**config.mk**
```make
export PLATFORM = sky130hd
export DESIGN_NAME = alu_sequencer_flat
export DESIGN_NICKNAME = d
export VERILOG_FILES = /design/src/rtl/alu_sequencer_if.sv /design/src/rtl/alu_sequencer.sv /design/src/flat_wrapper.sv
export SDC_FILE = /design/constraint.sdc
export NUM_CORES = 1
export LEC_CHECK = 0
export CORE_MARGIN = 5
export CORE_UTILIZATION = 48
export CTS_CLUSTER_DIAMETER = 100
export DETAILED_ROUTE_END_ITERATION = 7
export PLACE_DENSITY = 0.86
export SLEW_MARGIN = 20
export SYNTH_ARGS = -nofsm -noshare
export SYNTH_HDL_FRONTEND = slang
export SYNTH_SLANG_ARGS = --single-unit
export TNS_END_PERCENT = 1
```
**constraint.sdc**
```tcl
create_clock -name clk -period 2.7 [get_ports clk]
set_input_delay 0.27 -clock clk [delete_from_list [all_inputs] [get_ports clk]]
set_output_delay 0.27 -clock clk [all_outputs]
set_load 0.01 [all_outputs]
```
**src/rtl/alu_sequencer_if.sv**
```systemverilog
// rtl/alu_sequencer_if.sv - command, ALU and response signal bundle for alu_sequencer
interface alu_sequencer_if;
  logic       cmd_valid;
  logic       cmd_ready;
  logic [2:0] cmd_opcode;
  logic [3:0] cmd_a;
  logic [3:0] cmd_b;
  logic [2:0] alu_opcode;
  logic [3:0] alu_a;
  logic [3:0] alu_b;
  logic [4:0] alu_result;
  logic       rsp_valid;
  logic       rsp_ready;
  logic [4:0] rsp_result;
  logic [2:0] rsp_opcode;
  logic       rsp_mismatch;
  logic [7:0] op_count;

  modport slave (
    input  cmd_valid, cmd_opcode, cmd_a, cmd_b, alu_result, rsp_ready,
    output cmd_ready, alu_opcode, alu_a, alu_b, rsp_valid, rsp_result,
           rsp_opcode, rsp_mismatch, op_count
  );

  modport master (
    output cmd_valid, cmd_opcode, cmd_a, cmd_b, alu_result, rsp_ready,
    input  cmd_ready, alu_opcode, alu_a, alu_b, rsp_valid, rsp_result,
           rsp_opcode, rsp_mismatch, op_count
  );
endinterface

```
**src/rtl/alu_sequencer.sv**
```systemverilog
// rtl/alu_sequencer.sv - drives one command onto an external ALU, waits SETTLE_CYCLES, returns the result
// Optional golden-model result check enabled by macro ALU_SEQ_CHECK_EN.
module alu_sequencer #(
  parameter int unsigned SETTLE_CYCLES = 1
) (
  input  logic            clk,
  input  logic            rst,
  alu_sequencer_if.slave  bus
);

  localparam logic [1:0] ST_IDLE  = 2'd0;
  localparam logic [1:0] ST_DRIVE = 2'd1;
  localparam logic [1:0] ST_RESP  = 2'd2;
  localparam logic [3:0] SETTLE_INIT = 4'(SETTLE_CYCLES);

  logic [1:0] state_q, state_d;
  logic [3:0] cnt_q, cnt_d;
  logic       cmd_ready_q, cmd_ready_d;
  logic [2:0] alu_opcode_q, alu_opcode_d;
  logic [3:0] alu_a_q, alu_a_d;
  logic [3:0] alu_b_q, alu_b_d;
  logic       rsp_valid_q, rsp_valid_d;
  logic [4:0] rsp_result_q, rsp_result_d;
  logic [2:0] rsp_opcode_q, rsp_opcode_d;
  logic [7:0] op_count_q, op_count_d;
  logic       capture;

  always_comb begin
    state_d      = state_q;
    cnt_d        = cnt_q;
    cmd_ready_d  = cmd_ready_q;
    alu_opcode_d = alu_opcode_q;
    alu_a_d      = alu_a_q;
    alu_b_d      = alu_b_q;
    rsp_valid_d  = rsp_valid_q;
    rsp_result_d = rsp_result_q;
    rsp_opcode_d = rsp_opcode_q;
    op_count_d   = op_count_q;
    capture      = 1'b0;
    case (state_q)
      ST_IDLE: begin
        cmd_ready_d = 1'b1;
        if (bus.cmd_valid && cmd_ready_q) begin
          alu_opcode_d = bus.cmd_opcode;
          alu_a_d      = bus.cmd_a;
          alu_b_d      = bus.cmd_b;
          cnt_d        = SETTLE_INIT;
          cmd_ready_d  = 1'b0;
          state_d      = ST_DRIVE;
        end
      end
      ST_DRIVE: begin
        // A zero count is treated like one so a bad parameter cannot hang here.
        if (cnt_q <= 4'd1) begin
          capture      = 1'b1;
          cnt_d        = 4'd0;
          rsp_result_d = bus.alu_result;
          rsp_opcode_d = alu_opcode_q;
          rsp_valid_d  = 1'b1;
          state_d      = ST_RESP;
        end else begin
          cnt_d = cnt_q - 4'd1;
        end
      end
      ST_RESP: begin
        if (bus.rsp_ready) begin
          rsp_valid_d = 1'b0;
          op_count_d  = op_count_q + 8'd1;
          cmd_ready_d = 1'b1;
          state_d     = ST_IDLE;
        end
      end
      default: begin
        state_d = ST_IDLE;
      end
    endcase
  end

  always_ff @(posedge clk) begin
    if (rst) begin
      state_q      <= ST_IDLE;
      cnt_q        <= 4'd0;
      cmd_ready_q  <= 1'b0;
      alu_opcode_q <= 3'd0;
      alu_a_q      <= 4'd0;
      alu_b_q      <= 4'd0;
      rsp_valid_q  <= 1'b0;
      rsp_result_q <= 5'd0;
      rsp_opcode_q <= 3'd0;
      op_count_q   <= 8'd0;
    end else begin
      state_q      <= state_d;
      cnt_q        <= cnt_d;
      cmd_ready_q  <= cmd_ready_d;
      alu_opcode_q <= alu_opcode_d;
      alu_a_q      <= alu_a_d;
      alu_b_q      <= alu_b_d;
      rsp_valid_q  <= rsp_valid_d;
      rsp_result_q <= rsp_result_d;
      rsp_opcode_q <= rsp_opcode_d;
      op_count_q   <= op_count_d;
    end
  end

`ifdef ALU_SEQ_CHECK_EN
  logic [4:0] expected;
  logic       mismatch_q, mismatch_d;

  always_comb begin
    expected = 5'd0;
    case (alu_opcode_q)
      3'b000: expected = {1'b0, alu_a_q} + {1'b0, alu_b_q};
      3'b001: expected = {1'b0, alu_a_q} - {1'b0, alu_b_q};
      3'b010: expected = {1'b0, alu_a_q | alu_b_q};
      3'b011: expected = {1'b0, alu_a_q & alu_b_q};
      3'b100: expected = {1'b0, alu_a_q} + 5'd1;
      3'b101: expected = {1'b0, alu_a_q} - 5'd1;
      3'b110: expected = {1'b0, alu_b_q} + 5'd1;
      default: expected = {1'b0, alu_b_q} - 5'd1;
    endcase
    mismatch_d = capture ? (bus.alu_result != expected) : mismatch_q;
  end

  always_ff @(posedge clk) begin
    if (rst) begin
      mismatch_q <= 1'b0;
    end else begin
      mismatch_q <= mismatch_d;
    end
  end

  assign bus.rsp_mismatch = mismatch_q;
`else
  assign bus.rsp_mismatch = 1'b0;
`endif

  assign bus.cmd_ready  = cmd_ready_q;
  assign bus.alu_opcode = alu_opcode_q;
  assign bus.alu_a      = alu_a_q;
  assign bus.alu_b      = alu_b_q;
  assign bus.rsp_valid  = rsp_valid_q;
  assign bus.rsp_result = rsp_result_q;
  assign bus.rsp_opcode = rsp_opcode_q;
  assign bus.op_count   = op_count_q;

endmodule

```
**src/flat_wrapper.sv**
```systemverilog
// flat-port wrapper written by rule: the top's interface ports become plain ports
module alu_sequencer_flat 
#(
  parameter int unsigned SETTLE_CYCLES = 1
)
  (clk, rst, bus_cmd_valid, bus_cmd_opcode, bus_cmd_a, bus_cmd_b, bus_alu_result, bus_rsp_ready, bus_cmd_ready, bus_alu_opcode, bus_alu_a, bus_alu_b, bus_rsp_valid, bus_rsp_result, bus_rsp_opcode, bus_rsp_mismatch, bus_op_count);
  alu_sequencer_if bus_i ();
  input  logic clk;
  input  logic rst;
  input wire logic [$bits(bus_i.cmd_valid)-1:0] bus_cmd_valid;
  input wire logic [$bits(bus_i.cmd_opcode)-1:0] bus_cmd_opcode;
  input wire logic [$bits(bus_i.cmd_a)-1:0] bus_cmd_a;
  input wire logic [$bits(bus_i.cmd_b)-1:0] bus_cmd_b;
  input wire logic [$bits(bus_i.alu_result)-1:0] bus_alu_result;
  input wire logic [$bits(bus_i.rsp_ready)-1:0] bus_rsp_ready;
  output wire logic [$bits(bus_i.cmd_ready)-1:0] bus_cmd_ready;
  output wire logic [$bits(bus_i.alu_opcode)-1:0] bus_alu_opcode;
  output wire logic [$bits(bus_i.alu_a)-1:0] bus_alu_a;
  output wire logic [$bits(bus_i.alu_b)-1:0] bus_alu_b;
  output wire logic [$bits(bus_i.rsp_valid)-1:0] bus_rsp_valid;
  output wire logic [$bits(bus_i.rsp_result)-1:0] bus_rsp_result;
  output wire logic [$bits(bus_i.rsp_opcode)-1:0] bus_rsp_opcode;
  output wire logic [$bits(bus_i.rsp_mismatch)-1:0] bus_rsp_mismatch;
  output wire logic [$bits(bus_i.op_count)-1:0] bus_op_count;
  assign bus_i.cmd_valid = bus_cmd_valid;
  assign bus_i.cmd_opcode = bus_cmd_opcode;
  assign bus_i.cmd_a = bus_cmd_a;
  assign bus_i.cmd_b = bus_cmd_b;
  assign bus_i.alu_result = bus_alu_result;
  assign bus_i.rsp_ready = bus_rsp_ready;
  assign bus_cmd_ready = bus_i.cmd_ready;
  assign bus_alu_opcode = bus_i.alu_opcode;
  assign bus_alu_a = bus_i.alu_a;
  assign bus_alu_b = bus_i.alu_b;
  assign bus_rsp_valid = bus_i.rsp_valid;
  assign bus_rsp_result = bus_i.rsp_result;
  assign bus_rsp_opcode = bus_i.rsp_opcode;
  assign bus_rsp_mismatch = bus_i.rsp_mismatch;
  assign bus_op_count = bus_i.op_count;
  alu_sequencer #(.SETTLE_CYCLES(SETTLE_CYCLES)) u_core (.clk(clk), .rst(rst), .bus(bus_i));
endmodule
```
==> summary.md <==
| Metric | Value |
|---|---|
| Status | complete, no violations |
| Least-Margin Pin Slew | roughly 0.75 ns |
| DIE AREA | 4290 um^2 |
| Fmax | 567 MHz |
| Worst path buffer plus inverter count | 1 |
| Seq. cell area | 701 um^2 |
| Post-Syn Nets | 194 |
| Ratio of cells with drive above 1 in the final layout | a little under 7% |
| Post-synth EDFFs | 0 |
| WP data required | 2.97 ns |
| Drt initial violations | 61 |
| Post-synth top cells | 35 x dfxtp_1, 31 x a21oi_1, 25 x nand2_1 |
| Most used DFF post-synth | dfxtp_1 |
| End of the critical path | u_core.cnt_q[3] |
| Overflow after GRT | 0 |
| Layout area overhead | 37.3% |
| CP startpoint | u_core.cnt_q[0] |
| Register area share after synthesis | 47.3% |
| Highest Signal Layer | met4 |
| Largest net degree at the start of global routing | 15 |
| Post-DR wirelength/cell | 15.3 um |
| WP data arrival | 2.03 ns |
| Final slew viol count | 0 |
| Setup crit end kind | flip-flop |
| Die width | 65.5 um |
| Diode count | 0 |
| Via count | approximately 1400 |
| DR vias/cell | 5.69 |
| Setup TNS | 0 ns |
| GR Util All Layers | 19.1% |
| Min Tclk post-route | 1.76 ns |
| Clk Latency, worst-skew pair | 0.33 ns |
| Initial antenna violation count | 0 |
| CTS HTree Levels | 2 |
| PostCTS Resize Cnt | 0 |
| Critical path type | reg -> reg |
| Normalized max-slew margin | roughly half |
| Hold WC Path Type | reg -> reg |
| Ranking of synthesized cells by area | dfxtp_1 47%, a21oi_1 10%, nand2_1 6.3%, o31ai_1 5.1%, nand4_1 4.2% |
| Routed length on met3 | 184 um |
| RSZ-0062 raised after global routing | no |
| I/O Pins | 50 |
| Inserted Clock Buffers | 5 |
| Post-DRT Antenna Nets | 0 |
| Worst r2r src | u_core.cnt_q[0] |
| Initial Util | 49.3% |
| Top Family by Delay on Critical Path | compound AO/OA/AOI/OAI gates |
| Clock slew at reported path FFs | 0.10 ns |
| Hold Vio Cnt, Final | 0 |
| First-pass GRT wire length | between 6000 and 7000 um |
| CP max-delay cell | a2111o_1 |
| Max incr delay on CP | 0.44 ns |
| DRC errors left | 0 |
| Most common cell in the netlist | dfxtp_1 |
| R2r setup slk | 0.94 ns |
| VDD IR-drop max | 0.000333 V |
| Hold_buf cts | 0 |
| PwrDens | 501 nW/um^2 |
| Mapped cell area | ~1500 um^2 |
| CTS tree | yes |
| Setup crit start kind | flip-flop |
| Worst-path cell chain | inv_1 > ha_1 > or2_2 > a2111o_1 > a21oi_1 |
| Leakage power | 0.713 nW |
| Post-synthesis cell count | between 150 and 200 |
| Synthesized area per cell | approximately 8.7 um^2 |
| Input/output buffers | 48 |
| Synthesis Warnings | 0 |
| Synth top area share | 47.3% |
| Core Util, Final | slightly below 70% |
| Fin nets | 239 |
| Ys async rst share | 0% |
| Area of the multi-input gates | 711 um^2 |
| RR Endpoint | u_core.cnt_q[3] |
| Maximum clock path buffer count | 2 |
| Worst-path maximum fanout | 11 |
| Metal-1 WL | 1620 um |
| Clock Skews | about 0.0086 ns |
| Max cap viols | 0 |
| TritonRoute pass-1 iters | 4 |
| # fillers | around 250 |
| DRT Wirelength | approximately 3800 um |
| Postcts setup bufs | 0 |
| Tcrit/Tclk final | 65.3% |
| Met2 routed WL | around 2000 um |
| Critical path depth | 5 |
| Dominant cell type by area after synthesis | dfxtp_1 |
| DP HPWL | approximately 2800 um |
| Final setup violation count | 0 |
| Num Clock Sinks | 35 |
| Vert. Die Dim | 65.5 um |
| #FFs+latches synth | 35 |
| Reg2Reg Depth | 5 |
| Library cells used by synthesis | 32 |
| GP Congestion | between 0.7 and 0.8 |
| CORE AREA | 3000 um^2 |
| Rows | 20 |
| Root Driver | clkbuf_4 |
| Vias in the first global route | ~1400 |
## cell type report
class,count,area share (%)
sequential,35,34.5
clock buffer,8,3.39
tap,33,2.03
timing repair buffer,50,24.4
multi-input combinational,120,35.0
inverter,4,0.739
## per-stage QoR
step                setup slack [ns]  power [W]  hold WS [ns]  instance area (um^2)  instances
finish                         0.936    0.00102         0.463                  2030        250
CTS                            0.956    0.00102         0.467                  2030        250
global route                   0.901    0.00107         0.480                  2030        250
floorplan                       1.16   0.000635         0.406                  1480        171
global placement               0.962   0.000705         0.449                  1960        242
detailed placement             0.965   0.000710         0.451                  1960        242
## routing by layer
layer,vias up,track usage (%)
met3,7,6.15
met5,-,0
li1,705,-
met2,39,33.4
met1,671,21.4
met4,0,7.25
## flip-flops by register name, summed over array words and instances (netlist names)
name,cells
u_core.bus.rsp_valid,1
u_core.bus.rsp_opcode,3
u_core.state_q,2
u_core.bus.alu_a,4
u_core.bus.cmd_ready,1
u_core.bus.op_count,8
u_core.bus.alu_b,4
u_core.bus.alu_opcode,3
u_core.bus.rsp_result,5
u_core.cnt_q,4
## cell families (layout without fill, tap and decap cells)
logic type / Yosys count / in the layout / share of synthesized area [%]
simple gates: 60 / 60 / 22.4
compound gates: 53 / 53 / 21.0
flops: 35 / 35 / 47.3
buf+inv: 16 / 62 / 4.65
fa+ha+maj: 3 / 3 / 2.54
xor+xnor: 2 / 2 / 1.18
other cells: 1 / 1 / 0.253
mux: 1 / 1 / 0.676
## tightest hold or removal path: stages, from the launching register on
cell and delay [ns]:
dfxtp_1 0.32, nand2_1 0.05, a21oi_1 0.05
## how the worst min path moves through the flow
| stage | start | endpoint | depth (start not counted) |
|---|---|---|---|
| finish | u_core.bus.alu_b[3] | u_core.bus.alu_b[3] | 2 |
| global route | bus_cmd_opcode[2] | u_core.bus.alu_opcode[2] | 3 |
| CTS | u_core.bus.alu_b[3] | u_core.bus.alu_b[3] | 2 |
| detailed placement | u_core.bus.alu_b[3] | u_core.bus.alu_b[3] | 2 |
| global placement | u_core.bus.alu_a[3] | u_core.bus.alu_a[3] | 2 |
| floorplan | bus_cmd_a[0] | u_core.bus.alu_a[0] | 2 |
## report_power, final
part / internal (W) / switching [W]
clock: 0.000153 / 0.000165
sequential: 0.000535 / 0.0000152
combinational: 0.0000749 / 0.0000741
total: 0.000763 / 0.000255
## cell usage in the layout (no fill, tap or decap), types with 4 or more instances in the layout
cell type / instances
a21oi_1: 31
clkbuf_4: 5
clkdlybuf4s50_1: 48
dfxtp_1: 35
inv_1: 4
nand2_1: 25
nand4_1: 10
nor2_1: 6
o21ai_0: 6
o31ai_1: 10
(Power assumes the default switching activity.)
